**config.mk**
```make
export PLATFORM = sky130hd
export DESIGN_NAME = rlt_framer_flat
export DESIGN_NICKNAME = d
export VERILOG_FILES = /design/src/rtl/rlt_framer_if.sv /design/src/rtl/rlt_framer.sv /design/src/flat_wrapper.sv
export SDC_FILE = /design/constraint.sdc
export NUM_CORES = 1
export LEC_CHECK = 0
export CAP_MARGIN = 40
export CELL_PAD_IN_SITES_DETAIL_PLACEMENT = 0
export CELL_PAD_IN_SITES_GLOBAL_PLACEMENT = 1
export CORE_MARGIN = 3
export CORE_UTILIZATION = 43
export CTS_CLUSTER_SIZE = 14
export DETAILED_ROUTE_END_ITERATION = 6
export PLACE_DENSITY = 0.89
export SYNTH_ARGS = -nofsm -noshare
export SYNTH_HDL_FRONTEND = slang
export SYNTH_SLANG_ARGS = --single-unit
```
**constraint.sdc**
```tcl
create_clock -name clk -period 5.15 [get_ports clk]
set_input_delay 1.03 -clock clk [delete_from_list [all_inputs] [get_ports clk]]
set_output_delay 1.03 -clock clk [all_outputs]
set_load 0.03 [all_outputs]
```
**src/rtl/rlt_framer_if.sv**
```systemverilog
// Valid/ready stream bundle used on both sides of the result framer.
// The master drives data/last/val and the slave answers with rdy.
`timescale 1ns/1ps

interface rlt_framer_if #(
  parameter int WIDTH = 64
);
  logic [WIDTH-1:0] data;
  logic             last;
  logic             val;
  logic             rdy;

  modport master (output data, output last, output val, input rdy);
  modport slave  (input data, input last, input val, output rdy);
endinterface

```
**src/rtl/rlt_framer.sv**
```systemverilog
// Result framer: chops the unbounded cnn result stream into frames made of
// one header word followed by len body words, for the host DMA engine.
// LEN and TAG are shadowed when the header is built, so reprogramming them
// only affects the next frame.
`timescale 1ns/1ps

module rlt_framer #(
  parameter int             CFG_DWIDTH    = 32,
  parameter int             CFG_AWIDTH    = 5,
  parameter int             STR_WIDTH     = 64,
  parameter logic [4:0]     CFG_ADDR_CTRL = 5'd28,
  parameter logic [4:0]     CFG_ADDR_LEN  = 5'd29,
  parameter logic [4:0]     CFG_ADDR_TAG  = 5'd30
) (
  input  logic                  clk,
  input  logic                  rst,
  input  logic [CFG_DWIDTH-1:0] cfg_data,
  input  logic [CFG_AWIDTH-1:0] cfg_addr,
  input  logic                  cfg_valid,
  rlt_framer_if.slave           up,
  rlt_framer_if.master          dn,
  output logic [15:0]           frame_cnt
);

  typedef enum logic [1:0] {
    IDLE,
    HEAD,
    BODY,
    DRAIN
  } state_t;

  state_t state;
  state_t state_nxt;

  logic                 enable;
  logic [15:0]          len;
  logic [31:0]          tag;

  logic [15:0]          len_s;
  logic [15:0]          len_s_nxt;
  logic [31:0]          tag_s;
  logic [31:0]          tag_s_nxt;
  logic [15:0]          seq;
  logic [15:0]          seq_nxt;
  logic [15:0]          frame_cnt_nxt;
  logic [15:0]          body_cnt;
  logic [15:0]          body_cnt_nxt;

  logic [STR_WIDTH-1:0] out_data;
  logic [STR_WIDTH-1:0] out_data_nxt;
  logic                 out_last;
  logic                 out_last_nxt;
  logic                 out_val;
  logic                 out_val_nxt;

  logic                 out_free;
  logic                 dn_take;
  logic                 up_rdy;
  logic                 up_take;
  logic                 body_end;

  // The upstream last flag has no meaning for a raw result stream.
  logic                 unused_up_last;
  assign unused_up_last = up.last;

  // The output register may take a new word when empty or being drained now.
  assign out_free = !out_val || dn.rdy;
  assign dn_take  = out_val && dn.rdy;
  assign up_rdy   = (state == BODY) && out_free;
  assign up_take  = up.val && up_rdy;
  assign body_end = (body_cnt == (len_s - 16'd1));

  assign up.rdy   = up_rdy;
  assign dn.data  = out_data;
  assign dn.last  = out_last;
  assign dn.val   = out_val;

  // Configuration registers written from the shared cfg bus.
  always_ff @(posedge clk or negedge rst) begin
    if (!rst) begin
      enable <= 1'b0;
      len    <= 16'd0;
      tag    <= 32'd0;
    end else if (cfg_valid) begin
      if (cfg_addr == CFG_ADDR_CTRL) enable <= cfg_data[0];
      if (cfg_addr == CFG_ADDR_LEN)  len    <= cfg_data[15:0];
      if (cfg_addr == CFG_ADDR_TAG)  tag    <= cfg_data[31:0];
    end
  end

  // FSM state register.
  always_ff @(posedge clk or negedge rst) begin
    if (!rst) state <= IDLE;
    else      state <= state_nxt;
  end

  // Next-state logic plus the output register, shadow and counter updates.
  always_comb begin
    state_nxt     = state;
    len_s_nxt     = len_s;
    tag_s_nxt     = tag_s;
    seq_nxt       = seq;
    frame_cnt_nxt = frame_cnt;
    body_cnt_nxt  = body_cnt;
    out_data_nxt  = out_data;
    out_last_nxt  = out_last;
    out_val_nxt   = out_val && !dn.rdy;

    case (state)
      IDLE: begin
        if (enable && (len != 16'd0)) begin
          len_s_nxt = len;
          tag_s_nxt = tag;
          if (out_free) begin
            out_data_nxt       = '0;
            out_data_nxt[63:0] = {tag, seq, len};
            out_last_nxt       = 1'b0;
            out_val_nxt        = 1'b1;
            state_nxt          = HEAD;
          end
        end
      end
      HEAD: begin
        if (dn_take) begin
          body_cnt_nxt = 16'd0;
          state_nxt    = BODY;
        end
      end
      BODY: begin
        if (up_take) begin
          out_data_nxt = up.data;
          out_last_nxt = body_end;
          out_val_nxt  = 1'b1;
          body_cnt_nxt = body_cnt + 16'd1;
          if (body_end) state_nxt = DRAIN;
        end
      end
      DRAIN: begin
        if (dn_take) begin
          frame_cnt_nxt = frame_cnt + 16'd1;
          seq_nxt       = seq + 16'd1;
          state_nxt     = IDLE;
        end
      end
      default: state_nxt = IDLE;
    endcase
  end

  // Datapath registers: output word, shadows and counters.
  always_ff @(posedge clk or negedge rst) begin
    if (!rst) begin
      len_s     <= 16'd0;
      tag_s     <= 32'd0;
      seq       <= 16'd0;
      frame_cnt <= 16'd0;
      body_cnt  <= 16'd0;
      out_data  <= '0;
      out_last  <= 1'b0;
      out_val   <= 1'b0;
    end else begin
      len_s     <= len_s_nxt;
      tag_s     <= tag_s_nxt;
      seq       <= seq_nxt;
      frame_cnt <= frame_cnt_nxt;
      body_cnt  <= body_cnt_nxt;
      out_data  <= out_data_nxt;
      out_last  <= out_last_nxt;
      out_val   <= out_val_nxt;
    end
  end

endmodule

```
**src/flat_wrapper.sv**
```systemverilog
// flat-port wrapper written by rule: the top's interface ports become plain ports
module rlt_framer_flat 
#(
  parameter int             CFG_DWIDTH    = 32,
  parameter int             CFG_AWIDTH    = 5,
  parameter int             STR_WIDTH     = 64,
  parameter logic [4:0]     CFG_ADDR_CTRL = 5'd28,
  parameter logic [4:0]     CFG_ADDR_LEN  = 5'd29,
  parameter logic [4:0]     CFG_ADDR_TAG  = 5'd30
)
  (clk, rst, cfg_data, cfg_addr, cfg_valid, frame_cnt, up_data, up_last, up_val, up_rdy, dn_data, dn_last, dn_val, dn_rdy);
  rlt_framer_if #(.WIDTH(64)) up_i ();
  rlt_framer_if #(.WIDTH(64)) dn_i ();
  input  logic clk;
  input  logic rst;
  input  logic [CFG_DWIDTH-1:0] cfg_data;
  input  logic [CFG_AWIDTH-1:0] cfg_addr;
  input  logic cfg_valid;
  output logic [15:0] frame_cnt;
  input wire logic [$bits(up_i.data)-1:0] up_data;
  input wire logic [$bits(up_i.last)-1:0] up_last;
  input wire logic [$bits(up_i.val)-1:0] up_val;
  output wire logic [$bits(up_i.rdy)-1:0] up_rdy;
  output wire logic [$bits(dn_i.data)-1:0] dn_data;
  output wire logic [$bits(dn_i.last)-1:0] dn_last;
  output wire logic [$bits(dn_i.val)-1:0] dn_val;
  input wire logic [$bits(dn_i.rdy)-1:0] dn_rdy;
  assign up_i.data = up_data;
  assign up_i.last = up_last;
  assign up_i.val = up_val;
  assign up_rdy = up_i.rdy;
  assign dn_data = dn_i.data;
  assign dn_last = dn_i.last;
  assign dn_val = dn_i.val;
  assign dn_i.rdy = dn_rdy;
  rlt_framer #(.CFG_DWIDTH(CFG_DWIDTH), .CFG_AWIDTH(CFG_AWIDTH), .STR_WIDTH(STR_WIDTH), .CFG_ADDR_CTRL(CFG_ADDR_CTRL), .CFG_ADDR_LEN(CFG_ADDR_LEN), .CFG_ADDR_TAG(CFG_ADDR_TAG)) u_core (.clk(clk), .rst(rst), .cfg_data(cfg_data), .cfg_addr(cfg_addr), .cfg_valid(cfg_valid), .up(up_i), .dn(dn_i), .frame_cnt(frame_cnt));
endmodule
```
# Word-level counts from Yosys, hierarchy flattened
# Index checks and enable logic that the tools add are counted.
op_classes:
  n_eq_ne: 13
  n_reduce_logical: 20
  add_sub_neg: 4
  mux: 22
op_table:
  columns: ["op", "n"]
  rows:
  - ["two-way mux 64 bit", 3]
  - ["one-hot mux 64 bit (2 select lines)", 1]
  - ["adder 16 x 1 -> 16 bit (second input constant)", 3]
  - ["two-way mux 16 bit", 2]
  - ["one-hot mux 16 bit (2 select lines)", 1]
  - ["== test 16 bit", 1]
  - ["nonzero test 16 bit", 1]
  - ["subtractor 16 x 1 -> 16 bit (second input constant)", 1]
  - ["== test 5 bit (second input constant)", 3]
  - ["two-way mux 2 bit", 6]
  - ["inequality test 2 x 1 -> 1 bit (second input constant)", 6]
  - ["AND reduction 2 bit", 5]
  - ["one-hot mux 2 bit (4 select lines)", 1]
  - ["two-way mux 1 bit", 6]
  - ["AND reduction 6 bit", 1]
  - ["logical AND 1 bit", 5]
  - ["== test 2 bit (second input constant)", 2]
  - ["one-hot mux 1 bit (2 select lines)", 2]
  - ["AND reduction 4 bit", 1]
  - ["nonzero test 2 bit", 2]
  - ["AND reduction 3 bit", 1]
  - ["== test 2 x 1 -> 1 bit (second input constant)", 1]
  - ["logical NOT 1 bit", 2]
  - ["logical NOT 2 bit", 1]
  - ["logical OR 1 bit", 1]
word_totals:
  reg_bits: 181
  out_inout_bits: 83
  input_bits: 107

# Logic depth before layout (Yosys ltp)
# Gate-level depths: netlist (run 1).
logic_depth:
  word_depth: 6
  mapped_depth: 10
  mapped_depth_nobuf: 9

# Worst setup path after synthesis (run 1)
# No wires, ideal clock.
synth_timing:
  kind: "register to output"
  from: "reg u_core.state[0]"
  to: "out up_rdy"
  setup_slack_ps: 2460
  stages_incl_launch_ff: 6
  arrival_ps: 1660
  path_buffers: 2
  cell_sequence: "dfrtp_1 > inv_1 > ha_1 > clkbuf_1 > clkbuf_1 > and2_1"
synth_via:
  elab_chain_cells: 2
synth_lines:
  columns: ["element", "line", "rtl"]
  rows:
  - ["from (decl)", "rlt_framer.sv:32", "state_t state;"]
  - ["from (signal assigned)", "rlt_framer.sv:94", "else state <= state_nxt;"]
  - ["== test 2 bit", "rlt_framer.sv:69", "assign up_rdy = (state == BODY) && out_free;"]
  - ["logical AND 1 bit", "rlt_framer.sv:69", null]
  - ["to (decl)", "flat_wrapper.sv:23", "output wire logic [$bits(up_i.rdy)-1:0] up_rdy;"]
# No other way between the ends.

# Worst setup path after layout (run 1)
layout_timing:
  from: "in dn_rdy"
  to: "out up_rdy"
layout_via:
  elab_chain_cells: 2
layout_lines:
  columns: ["element", "line", "rtl"]
  rows:
  - ["from (decl)", "flat_wrapper.sv:27", "input wire logic [$bits(dn_i.rdy)-1:0] dn_rdy;"]
  - ["logical OR 1 bit", "rlt_framer.sv:67", "assign out_free = !out_val || dn.rdy;"]
  - ["logical AND 1 bit", "rlt_framer.sv:69", null]
# No other way between the ends.

==> results of run 1 <==
-- metrics by stage --
step                      utilization  setup slack [ps]  hold WS, ps
after floorplan                     -              2460          445
after global placement          0.559              1340          462
after global routing            0.590              1420          499
final                           0.590              1570          483
after detailed placement        0.560              1350          467
after CTS                       0.590              1580          491
-- worst max-delay path, delay by kind of cell --
kind                   cells  cell delay [ps]
AND/OR/NAND/NOR            2              320
buffers and inverters      2             1200
-- cell families (layout without fill, tap and decap cells) --
| group | count (synthesis) | in the layout | synth area share |
|---|---|---|---|
| xor+xnor | 54 | 54 | 0.0575 |
| flops | 181 | 181 | 0.531 |
| simple gates | 220 | 220 | 0.128 |
| fa+ha+maj | 8 | 8 | 0.0117 |
| compound gates | 108 | 108 | 0.0789 |
| buf+inv | 44 | 234 | 0.0241 |
| mux | 135 | 135 | 0.168 |
-- power groups by stage --
stage | sequential (µW) | clock (µW) | combinational [µW]
2_1_floorplan | 2730 | 0 | 1600
3_3_place_gp | 2250 | 0 | 3080
3_5_place_dp | 2260 | 0 | 3140
4_1_cts | 2240 | 1320 | 3150
5_1_grt | 2300 | 1380 | 3390
6_report | 2240 | 1290 | 3120
-- area by class of cell --
cell class	count	area, µm²	share of cell area
flip-flops and latches	181	4530	0.402
multi-input cells	525	3830	0.340
repair buffers	196	1980	0.176
clock buffers	18	439	0.0390
well taps	260	325	0.0289
clock inverters	13	136	0.0121
inverters	7	26.3	0.00233
-- worst paths after layout --
kind / start / to / slack, ps / cells after the start
setup / recovery: dn_rdy / up_rdy / 1570 / 4
hold / removal: u_core.frame_cnt[15]$_DFFE_PN0P_ / u_core.frame_cnt[15]$_DFFE_PN0P_ / 480 / 1
setup reg to reg: u_core.state[0]$_DFFE_PN0P_ / u_core.body_cnt[15]$_DFFE_PN0P_ / 1800 / 9
hold reg to reg: u_core.frame_cnt[15]$_DFFE_PN0P_ / u_core.frame_cnt[15]$_DFFE_PN0P_ / 480 / 1
max in group asynchronous: rst / u_core.len_s[3]$_DFFE_PN0P_ / 3840 / 2
min in group asynchronous: rst / u_core.dn.data[53]$_DFFE_PN0P_ / 530 / 1
-- layer usage --
metal  GRT usage  wire (µm)  up-vias
met5           0          0        -
met4      0.0574        342        0
met3      0.0682       1570       19
met2       0.302       9290      156
met1       0.254       9130     2951
li1            -          -     3024
-- sequential cells by signal (all words and copies together) (netlist names) --
signal            cells
u_core.body_cnt      16
u_core.frame_cnt     16
u_core.enable         1
u_core.tag           32
u_core.seq           16
u_core.len_s         16
u_core.dn.val         1
u_core.state          2
u_core.dn.last        1
u_core.len           16
u_core.dn.data       64
-- cell usage in the layout (no fill, tap or decap), drive strengths merged, types with 16 or more instances in the layout --
| master | netlist | routed |
|---|---|---|
| clkdlybuf4s50 | 0 | 187 |
| clkbuf | 32 | 19 |
| nor2 | 87 | 87 |
| mux2 | 68 | 68 |
| a21oi | 69 | 69 |
| mux2i | 67 | 67 |
| dfrtp | 181 | 181 |
| xor2 | 18 | 18 |
| xnor2 | 35 | 35 |
| nand2 | 32 | 32 |
| nand4 | 16 | 16 |
==> flow_metrics.py, run 1 <==
metrics = {
    "floorplanning": {
        "dieArea_um2": 21600,
        "core.rowCount": 50,
        "die_y_um": 147,
        "io_pins": 190,
        "initial_utilization": 0.447,
        "core_region_area_um2": 19100,
        "die_x_um": 147,
    },
    "grt": {
        "overflow": 0,
        "grt_max_degree": 105,
        "grt_pass1_wl_mm": 33.4,
        "grtUsageTotal": 0.193,
        "antenna_found_initial": 0,
        "grt_pass1_vias": 6270,
    },
    "logic_synthesis": {
        "yosys_most_used_dff": "dfrtp_1",
        "synth_edf_count": 0,
        "synthTopCellsByArea": "dfrtp_1, mux2_2, mux2i_1",
        "synth_common_cells": "dfrtp_1, nor2_1, a21oi_1",
        "synth.distinct_cells": 60,
        "syn-cell-area_um2": 8530,
        "synth_cells": 750,
        "yosysMostFrequentCell": "dfrtp_1",
        "yosysWarningCount": 0,
        "ys_seq_area_frac": 0.531,
        "yosys.area.top_type": "dfrtp_1",
        "syn-num-nets": 865,
        "synth-seq-cells": 181,
        "syn_avg_cell_area_um2": 11.4,
        "async_flop_share": 1.00,
        "synth_top_area_frac": 0.531,
    },
    "place": {
        "place_congestion": 0.807,
        "dp_cells": 1169,
        "placed_area_um2": 10700,
        "portBuffers": 188,
        "hpwl_mm": 14.7,
    },
    "setup_path": {
        "crit_chain": "clkdlybuf4s50_1, nand2b_1, and2_1, clkdlybuf4s50_1",
        "worst-setup-path-type": "input pin to primary output",
        "cp-end-kind": "primary output",
        "cp_common_cell": "clkdlybuf4s50_1",
        "slowest_stage": "clkdlybuf4s50_1",
        "crit_fanout": 4,
        "cpPeakStageDelay_ps": 670,
        "crit_arrival_ps": 2550,
        "cp_data_required_time_ps": 4120,
        "startpoint_type": "input pin",
    },
    "sta": {
        "max_slew_margin": 0.415,
        "setup_viol": 0,
        "rsz0062_at_grt": "no",
        "fin_crit_sh": 0.695,
        "finClkSkew_ps": 11.1,
        "maxSlewViolCount": 0,
        "finalHoldViolCount": 0,
        "max_slew.worst_pin.slew_ps": 865,
        "fin_crit_ps": 3580,
        "setup_tns_ps": 0,
        "clock.fmax_mhz": 279,
    },
    "clock_network": {
        "cts_setup_buffers": 0,
        "ctsRootBufferMaster": "clkbuf_16",
        "insertion_delay_ps": 440,
        "ctsResizeCount": 0,
        "htree_levels": 4,
        "cts_hold_buf": 0,
        "numCtsBuffers": 17,
        "tritoncts": "yes",
        "clkTransAtPathRegs_ps": 70,
        "clkSinkCount": 181,
        "clock_path_buffers": 2,
    },
    "power": {
        "p_leak_uw": 0.00473,
        "power.internal_uw": 3940,
        "swShare": 0.407,
        "total_power_uw": 6640,
        "power_density_nw_per_um2": 590,
        "clkPwrFrac": 0.194,
        "p_sw_uw": 2700,
        "ir_drop_mv": 0.329,
        "p_seq_frac": 0.337,
        "power_frac_comb": 0.469,
    },
    "status": {
        "status": "completed",
    },
    "drt": {
        "drt_first_pass_iters": 6,
        "postRouteAntennaNets": 0,
        "drc": 0,
        "wl_mm": 20.3,
        "detail_route.wl_per_cell_um": 16.9,
        "vias": 6150,
        "viasPerCell": 5.13,
        "drtIter0Drc": 197,
    },
    "cells_and_area": {
        "stdcell_count": 1200,
        "final_nets": 1043,
        "fillers": 1590,
        "syn2layout_area_growth_pct": 32.0,
        "antenna_cells": 0,
        "fin_area_um2": 11300,
        "layout-drive-gt1-share": 0.138,
    },
    "flow_run": {
        "max-cap-violations": 0,
    },
    "worst_hold_path": {
        "hold_path.class": "register to register",
    },
}
No activity file was read; power rests on OpenSTA's default activity.
==> run 2: changes to the inputs <==
--- a/config.mk
+++ b/config.mk
@@ -9,10 +9,10 @@
 export CELL_PAD_IN_SITES_DETAIL_PLACEMENT = 0
 export CELL_PAD_IN_SITES_GLOBAL_PLACEMENT = 1
 export CORE_MARGIN = 3
-export CORE_UTILIZATION = 43
+export CORE_UTILIZATION = 40
 export CTS_CLUSTER_SIZE = 14
 export DETAILED_ROUTE_END_ITERATION = 6
-export PLACE_DENSITY = 0.89
+export PLACE_DENSITY = 0.84
 export SYNTH_ARGS = -nofsm -noshare
 export SYNTH_HDL_FRONTEND = slang
 export SYNTH_SLANG_ARGS = --single-unit
==> constraint.sdc (replaced) <==
create_clock -name clk -period 3.7 [get_ports clk]
set_input_delay 0.74 -clock clk [delete_from_list [all_inputs] [get_ports clk]]
set_output_delay 0.74 -clock clk [all_outputs]
set_load 0.03 [all_outputs]
==> flow_metrics.py, run 2 (synthesis results as in run 1) <==
metrics = {
    "status": {
        "status": "completed",
    },
    "cells_and_area": {
        "layout-drive-gt1-share": 0.146,
        "layout_commonest_cell": "clkdlybuf4s50_1",
        "utilization": 0.552,
        "largest_register_ffs": 64,
        "final_cell_mix": "clkdlybuf4s50_1, dfrtp_1, nor2_1",
        "fillers": 1860,
        "antenna_cells": 0,
        "final_nets": 1051,
        "fin_area_um2": 11300,
        "syn2layout_area_growth_pct": 33.0,
    },
    "place": {
        "hpwl_mm": 14.8,
        "placed_area_um2": 10800,
        "place_congestion": 0.798,
        "place_ws_ps": 653,
        "portBuffers": 188,
    },
    "power": {
        "ir_drop_mv": 0.429,
        "p_leak_uw": 0.00477,
        "power_density_nw_per_um2": 820,
    },
    "grt": {
        "antenna_found_initial": 0,
        "grtUsageMet2": 0.296,
        "overflow": 0,
        "busiest_layer": "met2",
        "met3_usage": 0.0623,
        "grtUsageTotal": 0.179,
        "grt_pass1_wl_mm": 33.9,
        "gr-usage-met1": 0.230,
        "grt_pass1_vias": 6469,
        "grt_max_degree": 90,
    },
    "clock_network": {
        "ctsRootBufferMaster": "clkbuf_16",
        "cts_setup_buffers": 0,
        "insertion_delay_ps": 430,
        "clkSinkCount": 181,
        "htree_levels": 4,
        "tritoncts": "yes",
        "numCtsBuffers": 17,
        "clock_path_buffers": 2,
        "clkTransAtPathRegs_ps": 80,
        "cts_hold_buf": 0,
        "ctsResizeCount": 0,
    },
    "drt": {
        "viasPerCell": 5.16,
        "detail_route.wl_per_cell_um": 17.0,
        "drtIter0Drc": 324,
        "vias": 6283,
        "postRouteAntennaNets": 0,
        "drt_first_pass_iters": 5,
        "wl_mm": 20.7,
        "drc": 0,
    },
    "floorplanning": {
        "io_pins": 190,
        "die_x_um": 152,
        "die_y_um": 152,
        "core_region_area_um2": 20600,
        "initial_utilization": 0.415,
        "dieArea_um2": 23100,
        "core.rowCount": 52,
    },
    "sta": {
        "fin_crit_ps": 3080,
        "max_slew_margin": 0.515,
        "rsz0062_at_grt": "no",
        "finalWorstSetupSlack_ps": 617,
        "fin_crit_sh": 0.833,
        "setup_tns_ps": 0,
        "max_slew.worst_pin.slew_ps": 727,
        "clock.fmax_mhz": 324,
        "setup_viol": 0,
        "finClkSkew_ps": 14.0,
        "maxSlewViolCount": 0,
        "finalHoldViolCount": 0,
    },
    "flow_run": {
        "max-cap-violations": 0,
    },
    "setup_path": {
        "cp-end-kind": "register",
        "worst-setup-path-type": "register to register",
        "cp_data_required_time_ps": 4060,
        "crit_fanout": 9,
        "startpoint_type": "register",
        "crit_arrival_ps": 3450,
    },
    "worst_hold_path": {
        "hold_path.class": "input pin to async pin",
    },
}
run 2: area by class of cell:
type / instances / area, µm² / share of cell area
Sequential cell: 181 / 4530 / 0.399
Multi-Input combinational cell: 525 / 3830 / 0.338
Timing Repair Buffer: 204 / 2050 / 0.181
Tap cell: 270 / 338 / 0.0298
Inverter: 7 / 26.3 / 0.00232
Clock inverter: 13 / 136 / 0.0120
Clock buffer: 18 / 439 / 0.0387
run 2: worst paths after layout:
| check | startpoint | cells after the start | endpoint | slack, ps |
|---|---|---|---|---|
| max | u_core.len_s[0]$_DFFE_PN0P_ | 9 | u_core.dn.last$_DFFE_PN0P_ | 620 |
| min | rst | 1 | u_core.dn.data[42]$_DFFE_PN0P_ | 310 |
| max reg2reg | u_core.len_s[0]$_DFFE_PN0P_ | 9 | u_core.dn.last$_DFFE_PN0P_ | 620 |
| min reg2reg | u_core.seq[15]$_DFFE_PN0P_ | 1 | u_core.seq[15]$_DFFE_PN0P_ | 480 |
| max in group asynchronous | rst | 2 | u_core.body_cnt[5]$_DFFE_PN0P_ | 2500 |
| min in group clk | u_core.seq[15]$_DFFE_PN0P_ | 1 | u_core.seq[15]$_DFFE_PN0P_ | 480 |
run 2: layer usage:
| metal | vias to the layer above | wire (µm) |
|---|---|---|
| met1 | 3070 | 9110 |
| li1 | 3034 | - |
| met3 | 16 | 1440 |
| met5 | - | 0 |
| met2 | 163 | 9980 |
| met4 | 0 | 195 |
run 2: per-stage QoR:
| step | hold WS, ps | cells | power [µW] |
|---|---|---|---|
| 2_1_floorplan | 444 | 750 | 6020 |
| 6_report | 309 | 1218 | 9300 |
| 4_1_cts | 348 | 1218 | 9390 |
| 5_1_grt | 353 | 1218 | 9890 |
| 3_3_place_gp | 464 | 1186 | 7460 |
| 3_5_place_dp | 475 | 1187 | 7590 |
run 2: where the power goes:
group          leakage [µW]  switching (µW)  internal, µW
Clock              0.000277             850           912
Sequential          0.00230             508          2620
Combinational       0.00220            2460          1950
Total               0.00477            3820          5480
run 2: critical path: stages (launching register included):
cell and delay [ps]:
dfrtp_1 470, inv_1 90, ha_1 280, or3b_1 550, xnor2_1 200, or3_2 500
a2111oi_4 340, nand4_2 200, nor2_1 220, a31o_1 170
==> run 3: changes to the inputs <==
--- a/config.mk
+++ b/config.mk
@@ -9,10 +9,10 @@
 export CELL_PAD_IN_SITES_DETAIL_PLACEMENT = 0
 export CELL_PAD_IN_SITES_GLOBAL_PLACEMENT = 1
 export CORE_MARGIN = 3
-export CORE_UTILIZATION = 40
+export CORE_UTILIZATION = 36
 export CTS_CLUSTER_SIZE = 14
 export DETAILED_ROUTE_END_ITERATION = 6
-export PLACE_DENSITY = 0.84
+export PLACE_DENSITY = 0.8
 export SYNTH_ARGS = -nofsm -noshare
 export SYNTH_HDL_FRONTEND = slang
 export SYNTH_SLANG_ARGS = --single-unit
==> constraint.sdc (replaced) <==
create_clock -name clk -period 2.6 [get_ports clk]
set_input_delay 0.52 -clock clk [delete_from_list [all_inputs] [get_ports clk]]
set_output_delay 0.52 -clock clk [all_outputs]
set_load 0.03 [all_outputs]
==> flow_metrics.py, run 3 (synthesis results as in run 1) <==
metrics = {
    "sta": {
        "fin_crit_ps": 2560,
        "rsz0062_at_grt": "yes",
        "fin_crit_sh": 0.985,
        "max_slew.worst_pin.slew_ps": 826,
        "setup_viol": 0,
        "setup_tns_ps": 0,
        "clock.fmax_mhz": 391,
        "finalHoldViolCount": 0,
        "finClkSkew_ps": 15.9,
        "maxSlewViolCount": 0,
        "max_slew_margin": 0.449,
    },
    "clock_network": {
        "numCtsBuffers": 17,
        "clkSinkCount": 181,
        "clock_path_buffers": 2,
        "clkTransAtPathRegs_ps": 80,
        "cts_hold_buf": 0,
        "ctsRootBufferMaster": "clkbuf_16",
        "cts_setup_buffers": 0,
        "htree_levels": 4,
        "insertion_delay_ps": 440,
        "tritoncts": "yes",
    },
    "drt": {
        "drt_first_pass_iters": 5,
        "vias": 6417,
        "drtIter0Drc": 335,
        "drc": 0,
        "wl_mm": 21.5,
        "viasPerCell": 4.97,
        "postRouteAntennaNets": 0,
        "detail_route.wl_per_cell_um": 16.6,
    },
    "cells_and_area": {
        "seq_area_um2": 4530,
        "final_nets": 1081,
        "antenna_cells": 0,
        "syn2layout_area_growth_pct": 37.4,
        "largest_register_ffs": 64,
        "fillers": 2127,
        "layout_commonest_cell": "clkdlybuf4s50_1",
        "utilization": 0.510,
        "layout-drive-gt1-share": 0.185,
        "multi_input_area_um2": 3890,
        "stdcell_count": 1291,
        "final_cell_mix": "clkdlybuf4s50_1, dfrtp_1, nor2_1",
    },
    "floorplanning": {
        "core_region_area_um2": 23000,
        "initial_utilization": 0.371,
        "die_y_um": 160,
        "io_pins": 190,
        "dieArea_um2": 25600,
        "core.rowCount": 55,
        "die_x_um": 160,
    },
    "grt": {
        "grtUsageMet2": 0.260,
        "gr-usage-met1": 0.230,
        "grtUsageTotal": 0.169,
        "busiest_layer": "met2",
        "met3_usage": 0.0498,
        "grt_max_degree": 55,
        "antenna_found_initial": 0,
        "overflow": 0,
        "grt_pass1_wl_mm": 34.8,
        "grt_pass1_vias": 6459,
    },
    "setup_path": {
        "crit_fanout": 4,
        "startpoint_type": "register",
        "crit_arrival_ps": 2870,
        "cp_data_required_time_ps": 2910,
        "cp-end-kind": "register",
        "worst-setup-path-type": "register to register",
    },
    "status": {
        "status": "completed",
    },
    "power": {
        "total_power_uw": 13700,
        "power_density_nw_per_um2": 1170,
        "ir_drop_mv": 0.571,
        "p_leak_uw": 0.00494,
    },
    "place": {
        "dp_cells": 1260,
        "place_congestion": 0.779,
        "portBuffers": 188,
        "hpwl_mm": 15.7,
    },
    "flow_run": {
        "max-cap-violations": 0,
    },
    "worst_hold_path": {
        "hold_path.class": "input pin to async pin",
    },
}
run 3: layer usage:
metal | vias to the layer above | part of all wire
li1 | 3098 | -
met1 | 3136 | 0.46
met2 | 158 | 0.46
met3 | 25 | 0.063
met4 | 0 | 0.017
met5 | - | 0
run 3: path summary, 6_finish.rpt:
| kind | from | endpoint | slack [ps] | cells after the start |
|---|---|---|---|---|
| worst max-delay path | u_core.len_s[1]$_DFFE_PN0P_ | u_core.state[1]$_DFFE_PN0P_ | 40 | 9 |
| worst min-delay path | rst | u_core.dn.data[49]$_DFFE_PN0P_ | 40 | 1 |
| worst max register to register | u_core.len_s[1]$_DFFE_PN0P_ | u_core.state[1]$_DFFE_PN0P_ | 40 | 9 |
| worst min register to register | u_core.seq[15]$_DFFE_PN0P_ | u_core.seq[15]$_DFFE_PN0P_ | 470 | 1 |
| max in group asynchronous | rst | u_core.dn.data[3]$_DFFE_PN0P_ | 1770 | 2 |
| min in group clk | u_core.seq[15]$_DFFE_PN0P_ | u_core.seq[15]$_DFFE_PN0P_ | 470 | 1 |
run 3: final cells by class:
type | instances | area share
Inverter | 7 | 0.00224
Multi-Input combinational cell | 525 | 0.332
Timing Repair Buffer | 234 | 0.195
Clock buffer | 17 | 0.0363
Sequential cell | 181 | 0.387
Tap cell | 313 | 0.0334
Clock inverter | 14 | 0.0138
run 3: through the flow:
| stage | setup WS, ps | hold slack, ps | cell area [µm²] |
|---|---|---|---|
| after floorplan | 46.7 | 224 | 8550 |
| after global placement | -34.4 | 464 | 11100 |
| after detailed placement | -32.4 | 468 | 11100 |
| after CTS | 33.6 | 48.5 | 11700 |
| after global routing | -103 | 64.5 | 11700 |
| final | 39.2 | 41.7 | 11700 |
run 3: worst max-delay path, cell delays in order (launching register included):
cell and delay, ps:
dfrtp_1 390, inv_2 80, ha_4 120, or3b_4 420, xnor2_2 160, or3_4 380, a2111oi_4 340, nand4_2 210
nor4_2 280, o21ai_1 80
run 3: timing repair:
action                                 CTS  global route
gates resized for setup                  1             8
endpoints found under the hold margin    0             0
pin swaps                                0             2
setup endpoints to repair                1             4
run 3: power by group:
part	total (µW)	switching (µW)	internal, µW
Clock	2550	1260	1290
Sequential	4390	658	3730
Combinational	6760	3670	3090
